$ cat src/rtl/coax_rx_frontend.sv
// Receive front end ahead of coax_buffered_rx: per-channel synchronisers, majority glitch filter,
// source select, configuration-change receiver reset, activity stretcher and receive-error counter.
module coax_rx_frontend #(
    parameter int CHANNELS          = 1,
    parameter int SEL_WIDTH         = (CHANNELS > 1) ? $clog2(CHANNELS) : 1,
    parameter int SYNC_STAGES       = 2,
    parameter int FILTER_TAPS       = 3,
    parameter int RESET_CYCLES      = 16,
    parameter int ACTIVITY_STRETCH  = 1900000,
    parameter int ERROR_COUNT_WIDTH = 8
) (
    input  logic                         clk,
    input  logic                         reset,
    input  logic [CHANNELS-1:0]          rx_in,
    input  logic                         tx,
    input  logic                         rx_enable,
    input  logic                         loopback,
    input  logic [SEL_WIDTH-1:0]         channel_select,
    output logic                         rx_out,
    output logic                         rx_reset,
    input  logic                         rx_active,
    input  logic                         rx_error,
    output logic                         activity_led,
    output logic [ERROR_COUNT_WIDTH-1:0] error_count,
    input  logic                         error_count_clear,
    output logic                         dbg_seq_state
);

    localparam int CFG_W = SEL_WIDTH + 2;
    localparam int RST_W = $clog2(RESET_CYCLES + 1);
    localparam int ACT_W = $clog2(ACTIVITY_STRETCH + 1);
    localparam logic [RST_W-1:0] RST_LOAD = RST_W'(RESET_CYCLES);
    localparam logic [ACT_W-1:0] ACT_LOAD = ACT_W'(ACTIVITY_STRETCH);

    typedef enum logic {
        SEQ_IDLE      = 1'b0,
        SEQ_RESETTING = 1'b1
    } seq_state_t;

    // Handshake-free block: every input is sampled each clock; outputs are registered levels.

    // ------------------------------------------------------------------
    // Input synchronisers
    // ------------------------------------------------------------------
    logic [SYNC_STAGES-1:0] r_sync [CHANNELS];
    logic [CHANNELS-1:0]    w_sync_out;

    always_ff @(posedge clk) begin
        if (reset) begin
            for (int c = 0; c < CHANNELS; c++) begin
                r_sync[c] <= '0;
            end
        end else begin
            for (int c = 0; c < CHANNELS; c++) begin
                r_sync[c] <= {r_sync[c][SYNC_STAGES-2:0], rx_in[c]};
            end
        end
    end

    genvar g_c;
    generate
        for (g_c = 0; g_c < CHANNELS; g_c++) begin : g_sync_out
            assign w_sync_out[g_c] = r_sync[g_c][SYNC_STAGES-1];
        end
    endgenerate

    // ------------------------------------------------------------------
    // Configuration register and receiver-reset sequencer
    // ------------------------------------------------------------------
    logic [CFG_W-1:0]     r_cfg;
    logic [CFG_W-1:0]     w_cfg_live;
    logic                 w_cfg_change;
    seq_state_t           r_seq_state;
    seq_state_t           w_seq_next;
    logic [RST_W-1:0]     r_rst_cnt;
    logic [RST_W-1:0]     w_rst_cnt_next;
    logic                 r_rx_reset;
    logic                 w_cfg_enable;
    logic                 w_cfg_loopback;
    logic [SEL_WIDTH-1:0] w_cfg_sel;

    assign w_cfg_live     = {rx_enable, loopback, channel_select};
    assign w_cfg_change   = (w_cfg_live != r_cfg);
    assign w_cfg_enable   = r_cfg[CFG_W-1];
    assign w_cfg_loopback = r_cfg[CFG_W-2];
    assign w_cfg_sel      = r_cfg[SEL_WIDTH-1:0];

    // A change while already resetting restarts the full pulse rather than extending it.
    always_comb begin
        w_seq_next     = r_seq_state;
        w_rst_cnt_next = r_rst_cnt;
        if (w_cfg_change) begin
            w_seq_next     = SEQ_RESETTING;
            w_rst_cnt_next = RST_LOAD;
        end else begin
            case (r_seq_state)
                SEQ_IDLE: begin
                    w_rst_cnt_next = '0;
                end
                SEQ_RESETTING: begin
                    if (r_rst_cnt <= RST_W'(1)) begin
                        w_rst_cnt_next = '0;
                        w_seq_next     = SEQ_IDLE;
                    end else begin
                        w_rst_cnt_next = r_rst_cnt - RST_W'(1);
                    end
                end
                default: begin
                    w_seq_next     = SEQ_IDLE;
                    w_rst_cnt_next = '0;
                end
            endcase
        end
    end

    always_ff @(posedge clk) begin
        if (reset) begin
            r_seq_state <= SEQ_RESETTING;
            r_rst_cnt   <= RST_LOAD;
            r_cfg       <= w_cfg_live;
            r_rx_reset  <= 1'b1;
        end else begin
            r_seq_state <= w_seq_next;
            r_rst_cnt   <= w_rst_cnt_next;
            r_cfg       <= w_cfg_live;
            r_rx_reset  <= (r_seq_state == SEQ_RESETTING);
        end
    end

    assign rx_reset      = r_rx_reset;
    assign dbg_seq_state = (r_seq_state == SEQ_RESETTING);

    // ------------------------------------------------------------------
    // Channel mux and majority filter
    // ------------------------------------------------------------------
    logic                   w_sel_bit;
    logic [FILTER_TAPS-1:0] w_window;
    logic                   r_filt;

    // Out-of-range selects fall through to channel 0.
    always_comb begin
        w_sel_bit = w_sync_out[0];
        for (int c = 1; c < CHANNELS; c++) begin
            if (w_cfg_sel == SEL_WIDTH'(c)) begin
                w_sel_bit = w_sync_out[c];
            end
        end
    end

    // The last synchroniser flop is the newest window tap, so only FILTER_TAPS-1 extra flops are needed.
    generate
        if (FILTER_TAPS == 1) begin : g_nofilt
            assign w_window = w_sel_bit;
        end else begin : g_filt
            logic [FILTER_TAPS-2:0] r_hist;
            always_ff @(posedge clk) begin
                if (reset) begin
                    r_hist <= '0;
                end else if (FILTER_TAPS == 2) begin
                    r_hist <= w_sel_bit;
                end else begin
                    r_hist <= {r_hist[FILTER_TAPS-3:0], w_sel_bit};
                end
            end
            assign w_window = {r_hist, w_sel_bit};
        end
    endgenerate

    always_ff @(posedge clk) begin
        if (reset) begin
            r_filt <= 1'b0;
        end else begin
            r_filt <= ($countones(w_window) > (FILTER_TAPS / 2));
        end
    end

    // ------------------------------------------------------------------
    // Source select and output gating
    // ------------------------------------------------------------------
    logic w_src;
    logic r_rx_out;

    always_comb begin
        w_src = 1'b0;
        if (w_cfg_enable) begin
            w_src = w_cfg_loopback ? tx : r_filt;
        end
    end

    // Gated with the same term that drives r_rx_reset, so rx_out is low on exactly those cycles.
    always_ff @(posedge clk) begin
        if (reset) begin
            r_rx_out <= 1'b0;
        end else begin
            r_rx_out <= (r_seq_state == SEQ_RESETTING) ? 1'b0 : w_src;
        end
    end

    assign rx_out = r_rx_out;

    // ------------------------------------------------------------------
    // Activity stretcher
    // ------------------------------------------------------------------
    logic [ACT_W-1:0] r_act_cnt;
    logic [ACT_W-1:0] w_act_next;
    logic             r_led;

    always_comb begin
        w_act_next = r_act_cnt;
        if (rx_active) begin
            w_act_next = ACT_LOAD;
        end else if (r_act_cnt != '0) begin
            w_act_next = r_act_cnt - ACT_W'(1);
        end
    end

    always_ff @(posedge clk) begin
        if (reset) begin
            r_act_cnt <= '0;
            r_led     <= 1'b0;
        end else begin
            r_act_cnt <= w_act_next;
            r_led     <= (w_act_next != '0);
        end
    end

    assign activity_led = r_led;

    // ------------------------------------------------------------------
    // Saturating receive-error counter
    // ------------------------------------------------------------------
    logic                         r_err_prev;
    logic                         r_err_edge;
    logic [ERROR_COUNT_WIDTH-1:0] r_err_cnt;

    always_ff @(posedge clk) begin
        if (reset) begin
            r_err_prev <= 1'b0;
            r_err_edge <= 1'b0;
            r_err_cnt  <= '0;
        end else begin
            r_err_prev <= rx_error;
            r_err_edge <= rx_error & ~r_err_prev & ~r_rx_reset;
            if (error_count_clear) begin
                r_err_cnt <= '0;
            end else if (r_err_edge && (r_err_cnt != '1)) begin
                r_err_cnt <= r_err_cnt + ERROR_COUNT_WIDTH'(1);
            end
        end
    end

    assign error_count = r_err_cnt;

endmodule

$ cat config.mk
export PLATFORM = sky130hd
export DESIGN_NAME = coax_rx_frontend
export DESIGN_NICKNAME = d
export VERILOG_FILES = /design/src/rtl/coax_rx_frontend.sv
export SDC_FILE = /design/constraint.sdc
export NUM_CORES = 1
export LEC_CHECK = 0
export ABC_CLOCK_PERIOD_IN_PS = 2100
export CORE_MARGIN = 4
export CORE_UTILIZATION = 31
export CTS_CLUSTER_DIAMETER = 150
export DETAILED_ROUTE_END_ITERATION = 10
export HOLD_SLACK_MARGIN = 0.05
export PLACE_DENSITY = 0.55
export RECOVER_POWER = 25
export SKIP_CTS_REPAIR_TIMING = 1
export SLEW_MARGIN = 20
export SYNTH_ARGS = -nofsm -noshare
export SYNTH_HDL_FRONTEND = slang
export SYNTH_SLANG_ARGS = --single-unit
$ cat constraint.sdc
create_clock -name clk -period 2.1 [get_ports clk]
set_input_delay 0.63 -clock clk [delete_from_list [all_inputs] [get_ports clk]]
set_output_delay 0.63 -clock clk [all_outputs]
set_load 0.02 [all_outputs]
==> results of run 1 <==
-- power groups by stage --
| stage | combinational [mW] | sequential, mW | clock [mW] |
|---|---|---|---|
| 4_1_cts | 0.426 | 0.986 | 0.593 |
| 5_1_grt | 0.495 | 0.995 | 0.628 |
| 3_5_place_dp | 0.423 | 1.01 | 0 |
| 6_report | 0.447 | 0.988 | 0.566 |
| 3_3_place_gp | 0.420 | 1.01 | 0 |
| 2_1_floorplan | 0.228 | 1.01 | 0 |
-- logic make-up after synthesis --
| group | synth area share [%] |
|---|---|
| AO/OA/AOI/OAI | 11.0 |
| buffers and inverters | 2.21 |
| flip-flops | 43.5 |
| AND/OR/NAND/NOR | 28.6 |
| adder cells (fa/ha/maj) | 2.83 |
| multiplexers | 1.87 |
| XOR/XNOR | 9.92 |
-- per-stage QoR --
step,TNS [ns],hold slack (ns),area [sq um]
floorplan,-0.0509,0.373,2240
global placement,-0.126,0.382,2930
detailed placement,-0.109,0.383,2930
CTS,-0.129,0.410,3020
global route,-0.323,0.433,3100
finish,-0.0788,0.410,3100
-- area by class of cell --
class                      instances  share of cell area, %
multi-input combinational        186                   42.2
sequential                        48                   31.1
timing repair buffer              72                   19.2
tap                               96                   3.88
clock buffer                       6                   2.67
inverter                           6                  0.728
clock inverter                     1                  0.283
-- sequential cells by signal, indices dropped and copies added, names as in the netlist, 2 cells and up --
signal         flops
r_act_cnt         21
error_count        8
r_rst_cnt          5
r_cfg              3
g_filt.r_hist      2
r_sync             2
-- worst paths after layout --
check        slack (ns)  cells past startpoint           end    startpoint
max               -0.08                      7  activity_led  r_act_cnt[9]
min                0.41                      1    r_err_edge    r_err_prev
max reg2reg       -0.08                      7  activity_led  r_act_cnt[9]
min reg2reg        0.41                      1    r_err_edge    r_err_prev
-- worst reg2reg max path, cell delays in order (launching register included) --
cell,delay [ns]
dfxtp_1,0.32
or4_4,0.58
nor4_2,0.27
buf_4,0.16
o211a_1,0.21
nand4_1,0.12
nor4_2,0.29
a41oi_2,0.12
-- cells in the final DEF (no fill, tap or decap), types with 2 or more instances in the layout --
cell type | synthesis | layout
nor2b_1 | 9 | 9
or4_1 | 5 | 4
nand2b_1 | 4 | 4
nor4_1 | 10 | 4
nor4_4 | 1 | 2
dfxtp_1 | 48 | 46
nand3_1 | 4 | 4
or2_2 | 4 | 3
nand2_1 | 15 | 14
or3_1 | 5 | 4
nor2_1 | 34 | 34
or4_4 | 1 | 2
o211a_1 | 2 | 2
o21ai_0 | 6 | 6
a31oi_1 | 2 | 2
buf_4 | 0 | 49
clkbuf_8 | 0 | 6
o41ai_1 | 2 | 2
dfxtp_2 | 0 | 2
inv_1 | 5 | 3
nand4_1 | 5 | 5
xnor2_1 | 12 | 12
nor3b_1 | 4 | 3
mux2i_1 | 3 | 3
ha_1 | 5 | 4
nand3b_1 | 2 | 2
nor3_1 | 10 | 10
dlygate4sd3_1 | 0 | 4
nor4_2 | 1 | 6
inv_2 | 0 | 2
xor2_1 | 13 | 12
clkdlybuf4s50_1 | 0 | 17
a21oi_1 | 14 | 13
-- metal layers --
metal | up-vias | GRT usage (%)
met1 | 904 | 15.7
met3 | 7 | 2.76
li1 | 1014 | -
met5 | - | 0
met2 | 32 | 21.7
met4 | 0 | 4.58
==> impl_metrics.py, run 1 <==
metrics = {
    "drt": {
        "met1Wirelength_um": 2440,
        "top_layer_used": "met4",
        "detail_route.wl_per_cell_um": 12.3,
        "via_per_inst": 4.72,
        "drc": 0,
        "finalWirelength_um": 5110,
        "drt-pass1-iter-count": 4,
        "routed-wl-met2_um": 2420,
        "ant_nets": 0,
        "detailroute.via_count": 1957,
        "met3RoutedLength_um": 164,
        "drtIter0Drc": 50,
    },
    "global_route": {
        "grt-ovfl-total": 0,
        "grt_first_pass_wirelength_um": 8830,
        "number_of_global_route_vias_before_repair": 1996,
        "largest_net_degree_at_the_start_of_global_routing": 17,
        "gr-usage-all-layers_pct": 12.7,
        "initial_antenna_violation_count": 0,
    },
    "placed_design": {
        "dp_cells": 408,
        "place_congestion": 0.896,
        "place.detailed.hpwl_um": 3970,
        "pre_cts_setup_slack_ns": -0.109,
        "number_of_buffers_added_on_ports": 21,
    },
    "clock_tree": {
        "clkSinkCount": 48,
        "cts_buffers": 5,
        "tritoncts_clock_tree": "done",
        "cts_max_path_buffers": 2,
        "htree_levels": 2,
        "cts-root-buf": "clkbuf_8",
        "path_clk_slew_ns": 0.09,
        "worst_skew_pair.late_latency_ns": 0.30,
    },
    "sta": {
        "relSlewSlack_pct": 69.2,
        "finalWorstPathRequiredPeriod_ns": 2.18,
        "clock-skew-final_ns": 0.00530,
        "final_min_period_over_clock_period_pct": 104,
        "report.final.setup_viol": 1,
        "drv_slew": 0,
        "setup_ws_ns": -0.0788,
        "max_freq_ghz": 0.459,
        "tightest_slew_ns": 0.456,
        "timing.final.hold_violations": 0,
        "unrepaired_setup_endpoints_after_global_routing": "true",
    },
    "power_and_ir_drop": {
        "pwr-share-seq_pct": 49.4,
        "power.net_switching_uw": 551,
        "ir_drop_mv": 0.401,
        "leakage_component_of_the_power_nw": 1.19,
        "power.combinational.fraction_pct": 22.3,
        "power.switching_fraction_pct": 27.6,
        "post-layout-total-power_mw": 2.00,
        "clock_share_of_power_pct": 28.3,
        "internal_power_mw": 1.45,
        "power-per-cell-area_nw_per_um2": 647,
    },
    "synth": {
        "synth_top_area_share_pct": 43.5,
        "syn_area_per_cell_sq_um": 8.94,
        "number_of_register_bits_inferred_by_synthesis": 48,
        "dominantRegCellSynth": "dfxtp_1",
        "synth_top_cells_by_count": "48 x dfxtp_1, 34 x nor2_1, 15 x nand2_1",
        "synth.yosys.warnings": 0,
        "postSynthNetCount": 262,
        "synth-edff-count": 0,
        "yosysMostFrequentCell": "dfxtp_1",
        "ys_seq_area_share_pct": 43.5,
        "synth.distinct_cells": 41,
        "synthTopCellsByArea": "dfxtp_1 44%, nor2_1 5.8%, xor2_1 5.2%",
        "synth.cell_area_sq_um": 2210,
        "async_flop_share_pct": 0,
        "synthCells": 247,
        "synth_area_leader_cell": "dfxtp_1",
    },
    "layout": {
        "post_route_cells_drive_above_1_share_pct": 27.3,
        "multi_input_area_sq_um": 1310,
        "core_util_final_pct": 45.1,
        "final-instance-count-excl-fill": 415,
        "insertedDiodeCount": 0,
        "finalNetCount": 334,
        "nFillCells": 676,
        "sequential_cell_area_sq_um": 963,
        "syn_to_layout_area_delta_pct": 40.2,
    },
    "worst_setup_path": {
        "worstPathArrival_ns": 2.35,
        "path_buf_inv": 1,
        "timing.critical_path.max_delay_family": "simple AND/OR/NAND/NOR gates",
        "worst-setup-path-type": "register to register",
        "critical_path.startpoint_type": "register",
        "critical-path-top-cell-by-count": "nor4_2",
        "timing.critical_path.required_ns": 2.28,
        "crit_chain": "or4_4 > nor4_2 > buf_4 > o211a_1 > nand4_1 > nor4_2 > a41oi_2",
        "critical-path-slowest-cell": "or4_4",
        "worstPathMaxFanout": 4,
        "worstSetupEndpointType": "register",
        "worst_path_largest_cell_delay_ns": 0.58,
    },
    "run_status": {
        "violated_checks": "setup timing",
        "status": "complete, but fails checks",
    },
    "die": {
        "rows": 30,
        "floorplan.die_area_sq_um": 8530,
        "io-pin-count": 22,
        "core-area_sq_um": 6870,
        "start_util_pct": 32.1,
        "die_height_um": 92.4,
        "die_width_um": 92.4,
    },
    "run": {
        "timing.max_cap.violations": 0,
    },
    "worst_hold_path": {
        "worstHoldPathType": "register to register",
    },
}
Power figures use the tool's default switching activity.
==> run 2: changes to the inputs <==
--- a/config.mk
+++ b/config.mk
@@ -6,12 +6,14 @@
 export NUM_CORES = 1
 export LEC_CHECK = 0
 export ABC_CLOCK_PERIOD_IN_PS = 2100
+export CELL_PAD_IN_SITES_DETAIL_PLACEMENT = 1
+export CELL_PAD_IN_SITES_GLOBAL_PLACEMENT = 1
 export CORE_MARGIN = 4
 export CORE_UTILIZATION = 31
 export CTS_CLUSTER_DIAMETER = 150
 export DETAILED_ROUTE_END_ITERATION = 10
 export HOLD_SLACK_MARGIN = 0.05
-export PLACE_DENSITY = 0.55
+export PLACE_DENSITY = 0.67
 export RECOVER_POWER = 25
 export SKIP_CTS_REPAIR_TIMING = 1
 export SLEW_MARGIN = 20
==> impl_metrics.py, run 2 (synthesis results as in run 1) <==
metrics = {
    "run_status": {
        "status": "complete, but fails checks",
        "violated_checks": "setup timing",
    },
    "placed_design": {
        "post_dp_cell_area_sq_um": 2910,
        "place.detailed.hpwl_um": 4510,
        "place_congestion": 0.874,
        "number_of_buffers_added_on_ports": 21,
        "dp_cells": 406,
    },
    "global_route": {
        "grt_first_pass_wirelength_um": 10200,
        "largest_net_degree_at_the_start_of_global_routing": 17,
        "initial_antenna_violation_count": 0,
        "grt-ovfl-total": 0,
        "number_of_global_route_vias_before_repair": 2084,
        "gr-usage-all-layers_pct": 14.8,
    },
    "layout": {
        "syn_to_layout_area_delta_pct": 45.4,
        "layout.cell_area.non_filler_sq_um": 3210,
        "most_common_library_cell_in_the_layout_ignoring_fill_and_taps": "buf_4",
        "insertedDiodeCount": 0,
        "multi_input_area_sq_um": 1360,
        "nFillCells": 802,
        "largest-register": "r_act_cnt",
        "sequential_cell_area_sq_um": 965,
        "core_util_final_pct": 46.7,
        "final-instance-count-excl-fill": 417,
        "finalNetCount": 335,
        "post_route_cells_drive_above_1_share_pct": 31.8,
        "layout_common_cells": "50 x buf_4, 45 x dfxtp_1, 31 x nor2_1",
        "max_reg_flops": 21,
    },
    "worst_setup_path": {
        "regToRegStartpoint": "r_act_cnt[8]",
        "worst-setup-path-type": "register to register",
        "worstPathArrival_ns": 2.51,
        "critical-path-slowest-cell": "or4_4",
        "worstPathMaxFanout": 4,
        "worstSetupEndpointType": "register",
        "timing.critical_path.required_ns": 2.29,
        "crit_chain": "or4_4 > nor4_4 > buf_4 > a2111o_1 > xnor2_2 > nor4_2 > a41oi_2",
        "worst_path_largest_cell_delay_ns": 0.59,
        "critical_path.startpoint_type": "register",
        "startpoint": "r_act_cnt[8]",
    },
    "sta": {
        "unrepaired_setup_endpoints_after_global_routing": "true",
        "setup_total_negative_slack_ns": -0.248,
        "relSlewSlack_pct": 65.9,
        "drv_slew": 0,
        "clock-skew-final_ns": 0.00542,
        "final_min_period_over_clock_period_pct": 110,
        "report.final.setup_viol": 2,
        "whs_ns": 0.393,
        "setup_ws_ns": -0.216,
        "finalWorstPathRequiredPeriod_ns": 2.32,
        "timing.final.hold_violations": 0,
        "tightest_slew_ns": 0.512,
        "max_freq_ghz": 0.432,
    },
    "drt": {
        "ant_nets": 0,
        "drt-pass1-iter-count": 4,
        "drc": 0,
        "finalWirelength_um": 6340,
        "drtIter0Drc": 66,
        "detailroute.via_count": 2076,
        "detail_route.wl_per_cell_um": 15.2,
        "via_per_inst": 4.98,
    },
    "clock_tree": {
        "cts_max_path_buffers": 2,
        "path_clk_slew_ns": 0.10,
        "clkSinkCount": 48,
        "htree_levels": 2,
        "cts-root-buf": "clkbuf_8",
        "cts_buffers": 5,
        "tritoncts_clock_tree": "done",
        "worst_skew_pair.late_latency_ns": 0.31,
    },
    "worst_hold_path": {
        "timing.hold.worst.start": "r_err_prev",
        "worstHoldPathType": "register to register",
    },
    "die": {
        "start_util_pct": 32.1,
        "die_width_um": 92.4,
        "core-area_sq_um": 6870,
        "io-pin-count": 22,
        "die_height_um": 92.4,
        "rows": 30,
        "floorplan.die_area_sq_um": 8530,
    },
    "run": {
        "timing.max_cap.violations": 0,
    },
    "power_and_ir_drop": {
        "power-per-cell-area_nw_per_um2": 721,
        "ir_drop_mv": 0.372,
        "leakage_component_of_the_power_nw": 1.24,
    },
}
run 2: metal layers:
layer  vias up  track usage, %  routed length (um)
li1       1022               -                   -
met1      1020            18.7                2900
met2        24            25.7                3170
met3        10            2.19                 151
met4         0            4.95                 116
met5         -               0                   0
run 2: worst max-delay path: cells and delay by family (launching register included):
kind / cells / cell delay (ns)
buffers and inverters: 1 / 0.18
xor gates and xnor gates: 1 / 0.11
DFF: 1 / 0.35
AOI/OAI and AO/OA: 2 / 0.31
and+or+nand+nor: 3 / 1.26
run 2: path summary, 6_finish.rpt:
path	cells past startpoint	slack (ns)	to
max reg2reg	7	-0.22	activity_led
min reg2reg	1	0.39	r_err_edge
min	1	0.39	r_err_edge
max	7	-0.22	activity_led
run 2: cell type report:
class	count	area share, %
clock buffer	5	2.14
clock inverter	3	2.14
inverter	6	0.702
multi-input combinational	186	42.5
sequential	48	30.1
tap	96	3.74
timing repair buffer	73	18.7
run 2: power by group:
| group | switching (mW) | internal [mW] |
|---|---|---|
| registers | 0.0395 | 0.954 |
| logic | 0.239 | 0.249 |
| clock network | 0.351 | 0.480 |
| total | 0.630 | 1.68 |
run 2: metrics by stage:
step | setup slack [ns] | power [mW]
floorplan | -0.0509 | 1.24
global placement | -0.175 | 1.44
detailed placement | -0.208 | 1.45
CTS | -0.215 | 2.27
global route | -0.255 | 2.41
finish | -0.216 | 2.31
